## src/rtl/draw_start_screen_if.sv

```systemverilog
// Pixel-stream bundle for the start-screen fader: upstream VGA timing and pixel,
// ROM port, delayed timing and final pixel, plus FSM debug taps.
interface draw_start_screen_if #(
  parameter int ADDR_WIDTH = 20,
  parameter int DATA_WIDTH = 12
);
  // Streaming, no backpressure: every clk carries one pixel and nothing can
  // stall; each output lags its input by exactly 3 clk, rom_data lags rom_addr by 1.
  logic                  enable;
  logic [10:0]           hcount_in;
  logic [10:0]           vcount_in;
  logic                  hsync_in;
  logic                  vsync_in;
  logic                  hblnk_in;
  logic                  vblnk_in;
  logic [11:0]           rgb_in;
  logic [ADDR_WIDTH-1:0] rom_addr;
  logic [DATA_WIDTH-1:0] rom_data;
  logic [10:0]           hcount_out;
  logic [10:0]           vcount_out;
  logic                  hsync_out;
  logic                  vsync_out;
  logic                  hblnk_out;
  logic                  vblnk_out;
  logic [11:0]           rgb_out;
  logic [1:0]            dbg_state;  // 0 IDLE, 1 FADE, 2 HOLD
  logic [3:0]            dbg_level;

  modport slave (
    input  enable, hcount_in, vcount_in, hsync_in, vsync_in, hblnk_in, vblnk_in,
           rgb_in, rom_data,
    output rom_addr, hcount_out, vcount_out, hsync_out, vsync_out, hblnk_out,
           vblnk_out, rgb_out, dbg_state, dbg_level
  );

  modport master (
    output enable, hcount_in, vcount_in, hsync_in, vsync_in, hblnk_in, vblnk_in,
           rgb_in, rom_data,
    input  rom_addr, hcount_out, vcount_out, hsync_out, vsync_out, hblnk_out,
           vblnk_out, rgb_out, dbg_state, dbg_level
  );
endinterface

```

## src/rtl/draw_start_screen.sv

```systemverilog
// Start screen: 3-stage pipeline reading a pixel ROM, fading it in per frame,
// blanking outside the active area and passing rgb_in through when not selected.
module draw_start_screen #(
  parameter int ADDR_WIDTH = 20,
  parameter int DATA_WIDTH = 12,
  parameter int FRAME_STEP = 4
) (
  input logic clk,
  input logic rst_n,
  draw_start_screen_if.slave io_bus
);
  typedef enum logic [1:0] {S_IDLE = 2'd0, S_FADE = 2'd1, S_HOLD = 2'd2} state_t;

  typedef struct packed {
    logic [10:0] h;
    logic [10:0] v;
    logic        hs;
    logic        vs;
    logic        hb;
    logic        vb;
  } tim_t;

  localparam logic [7:0] LP_CNT_LAST = 8'(FRAME_STEP - 1);

  state_t                r_state, w_state_nxt;
  logic [3:0]            r_level, w_level_nxt;
  logic [7:0]            r_frame_cnt, w_cnt_nxt;
  logic                  w_frame_start;
  logic [ADDR_WIDTH-1:0] r_rom_addr;
  tim_t                  r_t1, r_t2, r_t3;
  logic                  r_en1, r_en2;
  logic [11:0]           r_rgb1, r_rgb2, r_rgb_out, w_rgb_nxt;
  logic [3:0]            r_level2;

  // c*(level+1)>>4 in 8 bits; level 15 leaves the channel unchanged
  function automatic logic [3:0] f_scale(input logic [3:0] c, input logic [3:0] lvl);
    return 4'(({4'd0, c} * ({4'd0, lvl} + 8'd1)) >> 4);
  endfunction

  assign w_frame_start = (io_bus.hcount_in == 11'd0) && (io_bus.vcount_in == 11'd0);

  always_ff @(posedge clk) begin
    if (!rst_n) begin
      r_state     <= S_IDLE;
      r_level     <= 4'd0;
      r_frame_cnt <= 8'd0;
    end else begin
      r_state     <= w_state_nxt;
      r_level     <= w_level_nxt;
      r_frame_cnt <= w_cnt_nxt;
    end
  end

  // enable low wins over a coincident frame start; level moves only on frame starts
  always_comb begin
    w_state_nxt = r_state;
    w_level_nxt = r_level;
    w_cnt_nxt   = r_frame_cnt;
    if (!io_bus.enable) begin
      w_state_nxt = S_IDLE;
      w_level_nxt = 4'd0;
      w_cnt_nxt   = 8'd0;
    end else if (w_frame_start) begin
      case (r_state)
        S_IDLE: begin
          w_state_nxt = S_FADE;
          w_level_nxt = 4'd0;
          w_cnt_nxt   = 8'd0;
        end
        S_FADE: begin
          if (r_frame_cnt == LP_CNT_LAST) begin
            w_cnt_nxt   = 8'd0;
            w_level_nxt = r_level + 4'd1;
            if (r_level == 4'd14) w_state_nxt = S_HOLD;
          end else begin
            w_cnt_nxt = r_frame_cnt + 8'd1;
          end
        end
        S_HOLD:  w_level_nxt = 4'd15;
        default: w_state_nxt = S_IDLE;
      endcase
    end
  end

  always_comb begin
    w_rgb_nxt = r_rgb2;
    if (r_en2) begin
      if (r_t2.hb || r_t2.vb) w_rgb_nxt = 12'h000;
      else w_rgb_nxt = {f_scale(io_bus.rom_data[11:8], r_level2),
                        f_scale(io_bus.rom_data[7:4], r_level2),
                        f_scale(io_bus.rom_data[3:0], r_level2)};
    end
  end

  always_ff @(posedge clk) begin
    if (!rst_n) begin
      r_rom_addr <= '0;
      r_t1       <= '0;
      r_t2       <= '0;
      r_t3       <= '0;
      r_en1      <= 1'b0;
      r_en2      <= 1'b0;
      r_rgb1     <= 12'h000;
      r_rgb2     <= 12'h000;
      r_level2   <= 4'd0;
      r_rgb_out  <= 12'h000;
    end else begin
      r_rom_addr <= ADDR_WIDTH'({io_bus.vcount_in[9:0], io_bus.hcount_in[9:0]});
      r_t1       <= {io_bus.hcount_in, io_bus.vcount_in, io_bus.hsync_in,
                     io_bus.vsync_in, io_bus.hblnk_in, io_bus.vblnk_in};
      r_en1      <= io_bus.enable;
      r_rgb1     <= io_bus.rgb_in;
      r_t2       <= r_t1;
      r_en2      <= r_en1;
      r_rgb2     <= r_rgb1;
      r_level2   <= r_level;
      r_t3       <= r_t2;
      r_rgb_out  <= w_rgb_nxt;
    end
  end

  assign io_bus.rom_addr   = r_rom_addr;
  assign io_bus.hcount_out = r_t3.h;
  assign io_bus.vcount_out = r_t3.v;
  assign io_bus.hsync_out  = r_t3.hs;
  assign io_bus.vsync_out  = r_t3.vs;
  assign io_bus.hblnk_out  = r_t3.hb;
  assign io_bus.vblnk_out  = r_t3.vb;
  assign io_bus.rgb_out    = r_rgb_out;
  assign io_bus.dbg_state  = r_state;
  assign io_bus.dbg_level  = r_level;
endmodule
```

## src/flat_wrapper.sv

```systemverilog
// flat-port wrapper written by rule: the top's interface ports become plain ports
module draw_start_screen_flat 
#(
  parameter int ADDR_WIDTH = 20,
  parameter int DATA_WIDTH = 12,
  parameter int FRAME_STEP = 4
)
  (clk, rst_n, io_bus_enable, io_bus_hcount_in, io_bus_vcount_in, io_bus_hsync_in, io_bus_vsync_in, io_bus_hblnk_in, io_bus_vblnk_in, io_bus_rgb_in, io_bus_rom_data, io_bus_rom_addr, io_bus_hcount_out, io_bus_vcount_out, io_bus_hsync_out, io_bus_vsync_out, io_bus_hblnk_out, io_bus_vblnk_out, io_bus_rgb_out, io_bus_dbg_state, io_bus_dbg_level);
  draw_start_screen_if #(.ADDR_WIDTH(ADDR_WIDTH), .DATA_WIDTH(DATA_WIDTH)) io_bus_i ();
  input logic clk;
  input logic rst_n;
  input wire logic [$bits(io_bus_i.enable)-1:0] io_bus_enable;
  input wire logic [$bits(io_bus_i.hcount_in)-1:0] io_bus_hcount_in;
  input wire logic [$bits(io_bus_i.vcount_in)-1:0] io_bus_vcount_in;
  input wire logic [$bits(io_bus_i.hsync_in)-1:0] io_bus_hsync_in;
  input wire logic [$bits(io_bus_i.vsync_in)-1:0] io_bus_vsync_in;
  input wire logic [$bits(io_bus_i.hblnk_in)-1:0] io_bus_hblnk_in;
  input wire logic [$bits(io_bus_i.vblnk_in)-1:0] io_bus_vblnk_in;
  input wire logic [$bits(io_bus_i.rgb_in)-1:0] io_bus_rgb_in;
  input wire logic [$bits(io_bus_i.rom_data)-1:0] io_bus_rom_data;
  output wire logic [$bits(io_bus_i.rom_addr)-1:0] io_bus_rom_addr;
  output wire logic [$bits(io_bus_i.hcount_out)-1:0] io_bus_hcount_out;
  output wire logic [$bits(io_bus_i.vcount_out)-1:0] io_bus_vcount_out;
  output wire logic [$bits(io_bus_i.hsync_out)-1:0] io_bus_hsync_out;
  output wire logic [$bits(io_bus_i.vsync_out)-1:0] io_bus_vsync_out;
  output wire logic [$bits(io_bus_i.hblnk_out)-1:0] io_bus_hblnk_out;
  output wire logic [$bits(io_bus_i.vblnk_out)-1:0] io_bus_vblnk_out;
  output wire logic [$bits(io_bus_i.rgb_out)-1:0] io_bus_rgb_out;
  output wire logic [$bits(io_bus_i.dbg_state)-1:0] io_bus_dbg_state;
  output wire logic [$bits(io_bus_i.dbg_level)-1:0] io_bus_dbg_level;
  assign io_bus_i.enable = io_bus_enable;
  assign io_bus_i.hcount_in = io_bus_hcount_in;
  assign io_bus_i.vcount_in = io_bus_vcount_in;
  assign io_bus_i.hsync_in = io_bus_hsync_in;
  assign io_bus_i.vsync_in = io_bus_vsync_in;
  assign io_bus_i.hblnk_in = io_bus_hblnk_in;
  assign io_bus_i.vblnk_in = io_bus_vblnk_in;
  assign io_bus_i.rgb_in = io_bus_rgb_in;
  assign io_bus_i.rom_data = io_bus_rom_data;
  assign io_bus_rom_addr = io_bus_i.rom_addr;
  assign io_bus_hcount_out = io_bus_i.hcount_out;
  assign io_bus_vcount_out = io_bus_i.vcount_out;
  assign io_bus_hsync_out = io_bus_i.hsync_out;
  assign io_bus_vsync_out = io_bus_i.vsync_out;
  assign io_bus_hblnk_out = io_bus_i.hblnk_out;
  assign io_bus_vblnk_out = io_bus_i.vblnk_out;
  assign io_bus_rgb_out = io_bus_i.rgb_out;
  assign io_bus_dbg_state = io_bus_i.dbg_state;
  assign io_bus_dbg_level = io_bus_i.dbg_level;
  draw_start_screen #(.ADDR_WIDTH(ADDR_WIDTH), .DATA_WIDTH(DATA_WIDTH), .FRAME_STEP(FRAME_STEP)) u_core (.clk(clk), .rst_n(rst_n), .io_bus(io_bus_i));
endmodule
```

## config.mk

```make
export PLATFORM = sky130hd
export DESIGN_NAME = draw_start_screen_flat
export DESIGN_NICKNAME = d
export VERILOG_FILES = /design/src/rtl/draw_start_screen_if.sv /design/src/rtl/draw_start_screen.sv /design/src/flat_wrapper.sv
export SDC_FILE = /design/constraint.sdc
export NUM_CORES = 1
export LEC_CHECK = 0
export CORE_MARGIN = 2
export CORE_UTILIZATION = 31
export CTS_CLUSTER_SIZE = 12
export DETAILED_ROUTE_END_ITERATION = 10
export PLACE_DENSITY = 0.61
export SYNTH_ARGS = -nofsm -noshare
export SYNTH_HDL_FRONTEND = slang
export SYNTH_SLANG_ARGS = --single-unit
```

## constraint.sdc

```tcl
create_clock -name clk -period 4.2 [get_ports clk]
set_input_delay 1.26 -clock clk [delete_from_list [all_inputs] [get_ports clk]]
set_output_delay 1.26 -clock clk [all_outputs]
set_load 0.05 [all_outputs]
```

After elaboration in Yosys (flattened, before gate mapping)
Index checks and enable logic that the tools add are counted.
{"block": "classes", "addsub": 3, "multipliers": 3, "n_eq_ne": 6, "muxes": 9, "n_bitwise": 1, "reduce_logical": 11}
{"cell": "multiplier 4 x 8 -> 8 bit", "n": 3}
{"cell": "two-way mux 12 bit", "n": 2}
{"cell": "zero test 11 bit", "n": 2}
{"cell": "one-hot mux 8 bit (2 select lines)", "n": 1}
{"cell": "one-hot mux 4 bit (3 select lines)", "n": 1}
{"cell": "adder 8 x 1 -> 8 bit, second input constant", "n": 1}
{"cell": "== test 8 x 2 -> 1 bit, second input constant", "n": 1}
{"cell": "two-way mux 8 bit", "n": 1}
{"cell": "one-hot mux 2 bit (3 select lines)", "n": 1}
{"cell": "adder 4 x 1 -> 5 bit, second input constant", "n": 1}
{"cell": "adder 4 x 1 -> 4 bit, second input constant", "n": 1}
{"cell": "== test 4 bit, second input constant", "n": 1}
{"cell": "two-way mux 2 bit", "n": 2}
{"cell": "two-way mux 4 bit", "n": 1}
{"cell": "!= test 2 x 1 -> 1 bit, second input constant", "n": 2}
{"cell": "AND reduction 2 bit", "n": 2}
{"cell": "AND reduction 4 bit", "n": 1}
{"cell": "AND reduction 3 bit", "n": 1}
{"cell": "nonzero test 3 bit", "n": 1}
{"cell": "== test 2 x 1 -> 1 bit, second input constant", "n": 1}
{"cell": "== test 2 bit, second input constant", "n": 1}
{"cell": "zero test 2 bit", "n": 1}
{"cell": "nonzero test 2 bit", "n": 1}
{"cell": "logical AND 1 bit", "n": 1}
{"cell": "2 further kinds", "n": 2}
{"block": "totals", "ff_bits": 154, "input_bits": 53, "out_inout_bits": 64, "word_cells": 61}

Longest topological paths before layout
Gate-level depths: netlist (run 1).
{"block": "logic_depth", "word_depth": 4, "ltp_mapped": 15, "ltp_nobuf": 13}

Worst setup path before layout (run 1)
OpenSTA, ideal clock, no wires.
{"block": "synth_path", "path_type": "input-to-reg", "from": "input io_bus_rom_data[3]", "to": "register u_core.r_rgb_out[3], in the netlist u_core.io_bus.rgb_out[3]", "setup_time_ns": 0.125, "arrival_ns": 3.532, "t_required_ns": 4.075, "slack_ns": 0.543, "stages": 11, "n_path_buf": 0, "path_cell_list": "and2_1 > fa_1 > inv_1 > fa_1 > inv_1 > ha_1 > nand4b_1 > o2111ai_1 > a21oi_1 > xnor2_1 > o21ai_0"}
{"block": "synth_via", "elab_chain_len": 3}
{"element": "from (decl)", "line_no": "flat_wrapper.sv:20", "text": "input wire logic [$bits(io_bus_i.rom_data)-1:0] io_bus_rom_data;"}
{"element": "multiplier 4 x 8 -> 8 bit", "line_no": "draw_start_screen.sv:37", "text": "return 4'(({4'd0, c} * ({4'd0, lvl} + 8'd1)) >> 4);"}
{"element": "two-way mux 12 bit", "line_no": "draw_start_screen.sv:88", "text": "if (r_t2.hb || r_t2.vb) w_rgb_nxt = 12'h000;"}
{"element": "two-way mux 12 bit", "line_no": "draw_start_screen.sv:87", "text": "if (r_en2) begin"}
{"element": "to (signal assigned)", "line_no": "draw_start_screen.sv:118", "text": "r_rgb_out <= w_rgb_nxt;"}
{"element": "to (decl)", "line_no": "draw_start_screen.sv:32", "text": "logic [11:0] r_rgb1, r_rgb2, r_rgb_out, w_rgb_nxt;"}
Every way passes these cells.
A chain may end at the register's enable or synchronous reset.

Worst setup path in the final report (run 1)
{"block": "layout_path", "from": "input io_bus_rom_data[10]", "to": "register u_core.r_rgb_out[10], in the netlist u_core.io_bus.rgb_out[10]"}
The elaborated chain is that of the path after synthesis.

==> impl_metrics.tcl, run 1 <==
set metrics [dict create \
    cp_max_fo 5 \
    slew_headroom_pct 50.7 \
    fin_cells 924 \
    cts_tree "built" \
    synth_edf_count 0 \
    fp.dieW_um 141 \
    syn_avg_cell_area_um2 10.1 \
    worst_pin_slew_ns 0.738 \
    hp-start "u_core.r_t2[3]" \
    dp_slack_ns -0.0959 \
    worstReg2RegStart "u_core.r_level2[0]" \
    fin_crit_sh_pct 92.4 \
    start_util_pct 31.9 \
    run_status "complete, no violations" \
    netlist_area_um2 5790 \
    cts_sinks 134 \
    crit_arrival_ns 4.17 \
    ys.flop_type "dfxtp_1" \
    dieArea_um2 19800 \
    slowest_delay_ns 0.53 \
    critical_path_class "in -> reg" \
    cts_max_level 4 \
    path_delay_family "adder cells" \
    crit_path_start_kind "input pin" \
    worst_r2r_path_depth 12 \
    design.core.area_um2 18100 \
    io_buffers 116 \
    grt_max_degree 73 \
    cp-end-kind "register" \
    post_cts.repair.setup_buffers 0 \
    whs_path_depth 1 \
    setup_viol 0 \
    dp_cells 892 \
    slowest_stage "fa_1" \
    grt_pass1_wl_mm 20.1 \
    synth_nets 674 \
    post_cts_resized 0 \
    syn_inst 571 \
    cp_cell_sequence "clkdlybuf4s50_1 > and2_1 > fa_1 > inv_1 > fa_1 > inv_1 > ha_1 > nand4b_1 > o2111ai_1 > buf_4 > xnor2_1 > o21ai_0" \
    first_iter_violations 130 \
    holdPathEnd "u_core.io_bus.hsync_out" \
    drive_gt1_share_pct 8.63 \
    crit_required_ns 4.49 \
    critical_path.startpoint "io_bus_rom_data[10]" \
    ys_ff_latch 134 \
    fin_skew_ns 0.00553 \
    hpwl_mm 9.19 \
    power_leakage_nw 3.22 \
    ys_warn_count 0 \
    whs_ns 0.426 \
    nets 785 \
    vias 4106 \
    drc 0 \
    critPathBufInv 4 \
    cts_buffers 17 \
    hold_violations 0 \
    die_h_um 141 \
    fin_crit_ns 3.88 \
    gp_congestion 0.779 \
    async_reset_ff_share_pct 0 \
    fmax_mhz 258 \
    root_buffer "clkbuf_16" \
    grt_antenna_before_repair 0 \
    diodes 0 \
    grt_pass1_vias 4270 \
    reg2reg_to "u_core.io_bus.rgb_out[10]" \
    cts_max_path_buffers 2 \
    totalPowerFinal_mw 3.10 \
    drt-total-wl_mm 12.2 \
    ir_drop_mv 0.202 \
    rsz0062_at_grt "no" \
    fin_ws_ns 0.318 \
    ys_types 42 \
    drv_slew 0 \
    ant_nets 0 \
    gr-usage-all-layers_pct 12.9 \
    cts_hold_buf 0 \
    hold_class "reg -> reg" \
    row_count 49 \
    viasPerCell 4.44 \
    r2r_setup_slack_ns 0.71 \
    drv_cap 0 \
    grt.overflow.total 0 \
    drtPass1Iterations 4 \
    wl_per_cell_um 13.2 \
    io_pins 117 \
    post-route-util_pct 42.7 \
    clk_pin_slew_worst_paths_ns 0.06 \
    worstSkewPairLatency_ns 0.42 \
    p_per_area_nw_per_um2 401 \
    area.growth.synth_to_final_pct 33.8 \
    synth_seq_area_share_pct 46.4 \
]
[worst max-delay path by stage]
stage                                      endpoint  slack, ns  cells after the start
after global placement    u_core.io_bus.rgb_out[11]      -0.02                     12
after detailed placement  u_core.io_bus.rgb_out[11]       -0.1                     12
after floorplan            u_core.io_bus.rgb_out[3]       0.54                     11
after CTS                 u_core.io_bus.rgb_out[10]       0.32                     12
final                     u_core.io_bus.rgb_out[10]       0.32                     12
after global routing       u_core.io_bus.rgb_out[7]       0.11                     12
[synth_stat cells, drive strengths merged, types with 12 or more instances]
library cell / count / area, um^2
a21oi: 15 / 75.1
and2: 135 / 846
buf: 22 / 159
clkbuf: 19 / 71.3
dfxtp: 134 / 2680
fa: 15 / 300
ha: 35 / 438
inv: 30 / 113
nand2: 41 / 154
nor2b: 12 / 75.1
o21ai: 17 / 100
xnor2: 18 / 158
[registers in the layout (all words and copies together), names as in the netlist, 2 cells and up]
name	cells
u_core.r_t2	26
u_core.r_rgb1	12
u_core.io_bus.hcount_out	11
u_core.io_bus.rgb_out	12
u_core.r_t1	26
u_core.io_bus.dbg_level	4
u_core.r_level2	4
u_core.io_bus.dbg_state	2
u_core.r_frame_cnt	8
u_core.r_rgb2	12
u_core.io_bus.vcount_out	11
[cell type report]
cell class,instances,area (um^2)
timing repair buffer,133,1280
clock buffer,18,429
sequential,134,2680
inverter,30,113
multi-input combinational,366,2760
clock inverter,14,189
fill,1727,10400
tap,229,287
[metal layers]
| layer | GRT usage (%) | share of wire, % |
|---|---|---|
| met1 | 14.6 | 43 |
| met2 | 22.1 | 49 |
| met3 | 3.23 | 4.3 |
| met4 | 7.32 | 3.3 |
| met5 | 0 | 0 |
[logic make-up after synthesis]
group	share of synthesized area [%]
simple gates	25.6
xor+xnor	3.94
fa+ha+maj	12.8
mux	0.865
buf+inv	5.93
flops	46.4
compound gates	4.54
[per-stage QoR]
step / cell area, um^2 / setup TNS (ns)
floorplan: 5790 / 0
finish: 7740 / 0
global placement: 7130 / -0.0252
global route: 7740 / 0
detailed placement: 7130 / -0.312
CTS: 7740 / 0
[power breakdown]
group          internal, mW  switching, mW
combinational         0.106          0.132
sequential             1.32         0.0137
clock                 0.951          0.583
total                  2.37          0.729
[layout by cell type, fill, tap and decap left out, types with 2 or more instances in the layout]
cell type and instances:
nor4_4 4, nand3b_1 3, clkdlybuf4s50_1 115, ha_1 35
clkinv_4 3, nor3_1 3, nor4_1 5, o21ai_0 15
nand2b_1 3, fa_1 15, dfxtp_1 134, nor4b_1 2
xnor2_1 18, clkbuf_16 17, a21oi_1 15, inv_8 2
and2_1 134, buf_4 17, inv_6 4, o2111ai_1 4
nor2b_1 12, nand4b_1 5, nand4_1 5, xor2_1 8
clkinvlp_4 2, bufinv_16 3, nand2_1 41, nand3_1 9
nor2_1 10, mux2i_1 5, inv_1 30
No activity file was read; power rests on OpenSTA's default activity.
==> run 2, diff against run 1 <==
--- a/config.mk
+++ b/config.mk
@@ -9,7 +9,8 @@
 export CORE_UTILIZATION = 31
 export CTS_CLUSTER_SIZE = 12
 export DETAILED_ROUTE_END_ITERATION = 10
-export PLACE_DENSITY = 0.61
+export DONT_BUFFER_PORTS = 1
+export PLACE_DENSITY = 0.53
 export SYNTH_ARGS = -nofsm -noshare
 export SYNTH_HDL_FRONTEND = slang
 export SYNTH_SLANG_ARGS = --single-unit
==> run 2 against run 1 <==
Compared with the run above:
- global-route usage down 0.67 points
- worst setup slack better by 0.39 ns
- via count down 11%
- largest power group unchanged
- cell count down 14%
- core utilization down 6.9 points
- combinational power down 78%
- clock power about the same
- clock skew up 0.0013 ns
- critical path depth unchanged
==> impl_metrics.tcl, run 2 (same netlist as run 1, synthesis figures left out) <==
set metrics [dict create \
    crit_required_ns 4.52 \
    io_buffers 0 \
    die_h_um 141 \
    diodes 0 \
    final.setup.tns_ns 0 \
    hold_class "reg -> reg" \
    run_status "complete, no violations" \
    crit_path_start_kind "register" \
    first_iter_violations 112 \
    drtPass1Iterations 4 \
    cts_buffers 17 \
    fp.dieW_um 141 \
    hp-start "u_core.r_en1" \
    ant_nets 0 \
    row_count 49 \
    cts_sinks 134 \
    drive_gt1_share_pct 8.29 \
    setup_viol 0 \
    start_util_pct 31.9 \
    grt_pass1_wl_mm 19.0 \
    fin_crit_sh_pct 83.1 \
    power_leakage_nw 2.72 \
    io_pins 117 \
    slew_headroom_pct 55.7 \
    gp_congestion 0.842 \
    ir_drop_mv 0.251 \
    post_cts_resized 0 \
    nets 657 \
    top_regs "u_core.r_t1 x26, u_core.r_t2 x26" \
    p_per_area_nw_per_um2 458 \
    cts_max_path_buffers 2 \
    rsz0062_at_grt "no" \
    drv_cap 0 \
    grt_antenna_before_repair 2 \
    grt.overflow.total 0 \
    cp-end-kind "register" \
    crit_arrival_ns 3.81 \
    clk_pin_slew_worst_paths_ns 0.06 \
    fmax_mhz 287 \
    viasPerCell 4.60 \
    critical_path_class "reg -> reg" \
    cp_cell_sequence "ha_1 > buf_4 > nand2_1 > fa_1 > inv_1 > fa_1 > ha_1 > nand4_1 > o2111ai_1 > a21oi_1 > xnor2_1 > o21ai_0" \
    grt_max_degree 114 \
    hold_violations 0 \
    root_buffer "clkbuf_16" \
    worstSkewPairLatency_ns 0.40 \
    fin_crit_ns 3.49 \
    design.core.area_um2 18100 \
    wl_per_cell_um 14.5 \
    drc 0 \
    worst_pin_slew_ns 0.663 \
    fin_ws_ns 0.710 \
    fin_skew_ns 0.00688 \
    drv_slew 0 \
    whs_ns 0.427 \
    dieArea_um2 19800 \
    slowest_stage "ha_1" \
    worstReg2RegStart "u_core.r_level2[0]" \
    area.growth.synth_to_final_pct 12.3 \
    drt-total-wl_mm 11.6 \
    critical_path.startpoint "u_core.r_level2[0]" \
    vias 3660 \
    grt_pass1_vias 3787 \
    cp_max_fo 11 \
    hpwl_mm 8.75 \
    slowest_delay_ns 0.54 \
    cts_max_level 4 \
    mostFrequentLayoutCells "and2_1 (134), dfxtp_1 (134), nand2_1 (41)" \
    cts_tree "built" \
    dp_slack_ns 0.353 \
    post_cts.repair.setup_buffers 0 \
    gr-usage-all-layers_pct 12.2 \
    cts_hold_buf 0 \
]
==> run 2: area by class of cell <==
type / instances / area, um^2
fill: 1788 / 11600
multi-input combinational: 366 / 2760
sequential: 134 / 2680
clock buffer: 21 / 470
tap: 229 / 287
clock inverter: 11 / 148
inverter: 30 / 113
timing repair buffer: 5 / 37.5
==> run 2: metrics by stage <==
step | util (%) | cells | total power [mW] | instance area, um^2
2_1_floorplan | - | 571 | 1.49 | 5790
5_1_grt | 35.8 | 796 | 3.09 | 6500
6_report | 35.8 | 796 | 2.97 | 6500
3_3_place_gp | 32.4 | 764 | 1.48 | 5880
4_1_cts | 35.8 | 796 | 3.03 | 6500
3_5_place_dp | 32.4 | 764 | 1.49 | 5880
==> run 2: where the power goes <==
part	leakage (nW)	switching [mW]	internal [mW]
Clock	0.292	0.537	0.981
Sequential	1.10	0.0870	1.32
Combinational	1.33	0.0233	0.0296
==> run 2: routing by layer <==
metal | global-route usage [%] | up-vias | share of wire [%]
li1 | - | 1794 | -
met4 | 4.84 | 0 | 2.1
met3 | 3.91 | 21 | 4.8
met1 | 15.2 | 1761 | 45
met5 | 0 | - | 0
met2 | 19.7 | 84 | 48
==> run 2: critical path: cells and delay by family, from the launching register on <==
family,cells,cell delay [ns]
DFF,1,0.33
and+or+nand+nor,2,0.24
buffers and inverters,2,0.29
adders and majority gates,4,1.83
xor gates and xnor gates,1,0.13
AOI/OAI and AO/OA,3,0.60
==> run 2: worst paths after layout <==
| check | cells after the start | slack (ns) | to |
|---|---|---|---|
| hold reg to reg | 1 | 0.43 | u_core.r_en2 |
| hold / removal | 1 | 0.43 | u_core.r_en2 |
| setup / recovery | 12 | 0.71 | u_core.io_bus.rgb_out[11] |
| setup reg to reg | 12 | 0.71 | u_core.io_bus.rgb_out[11] |
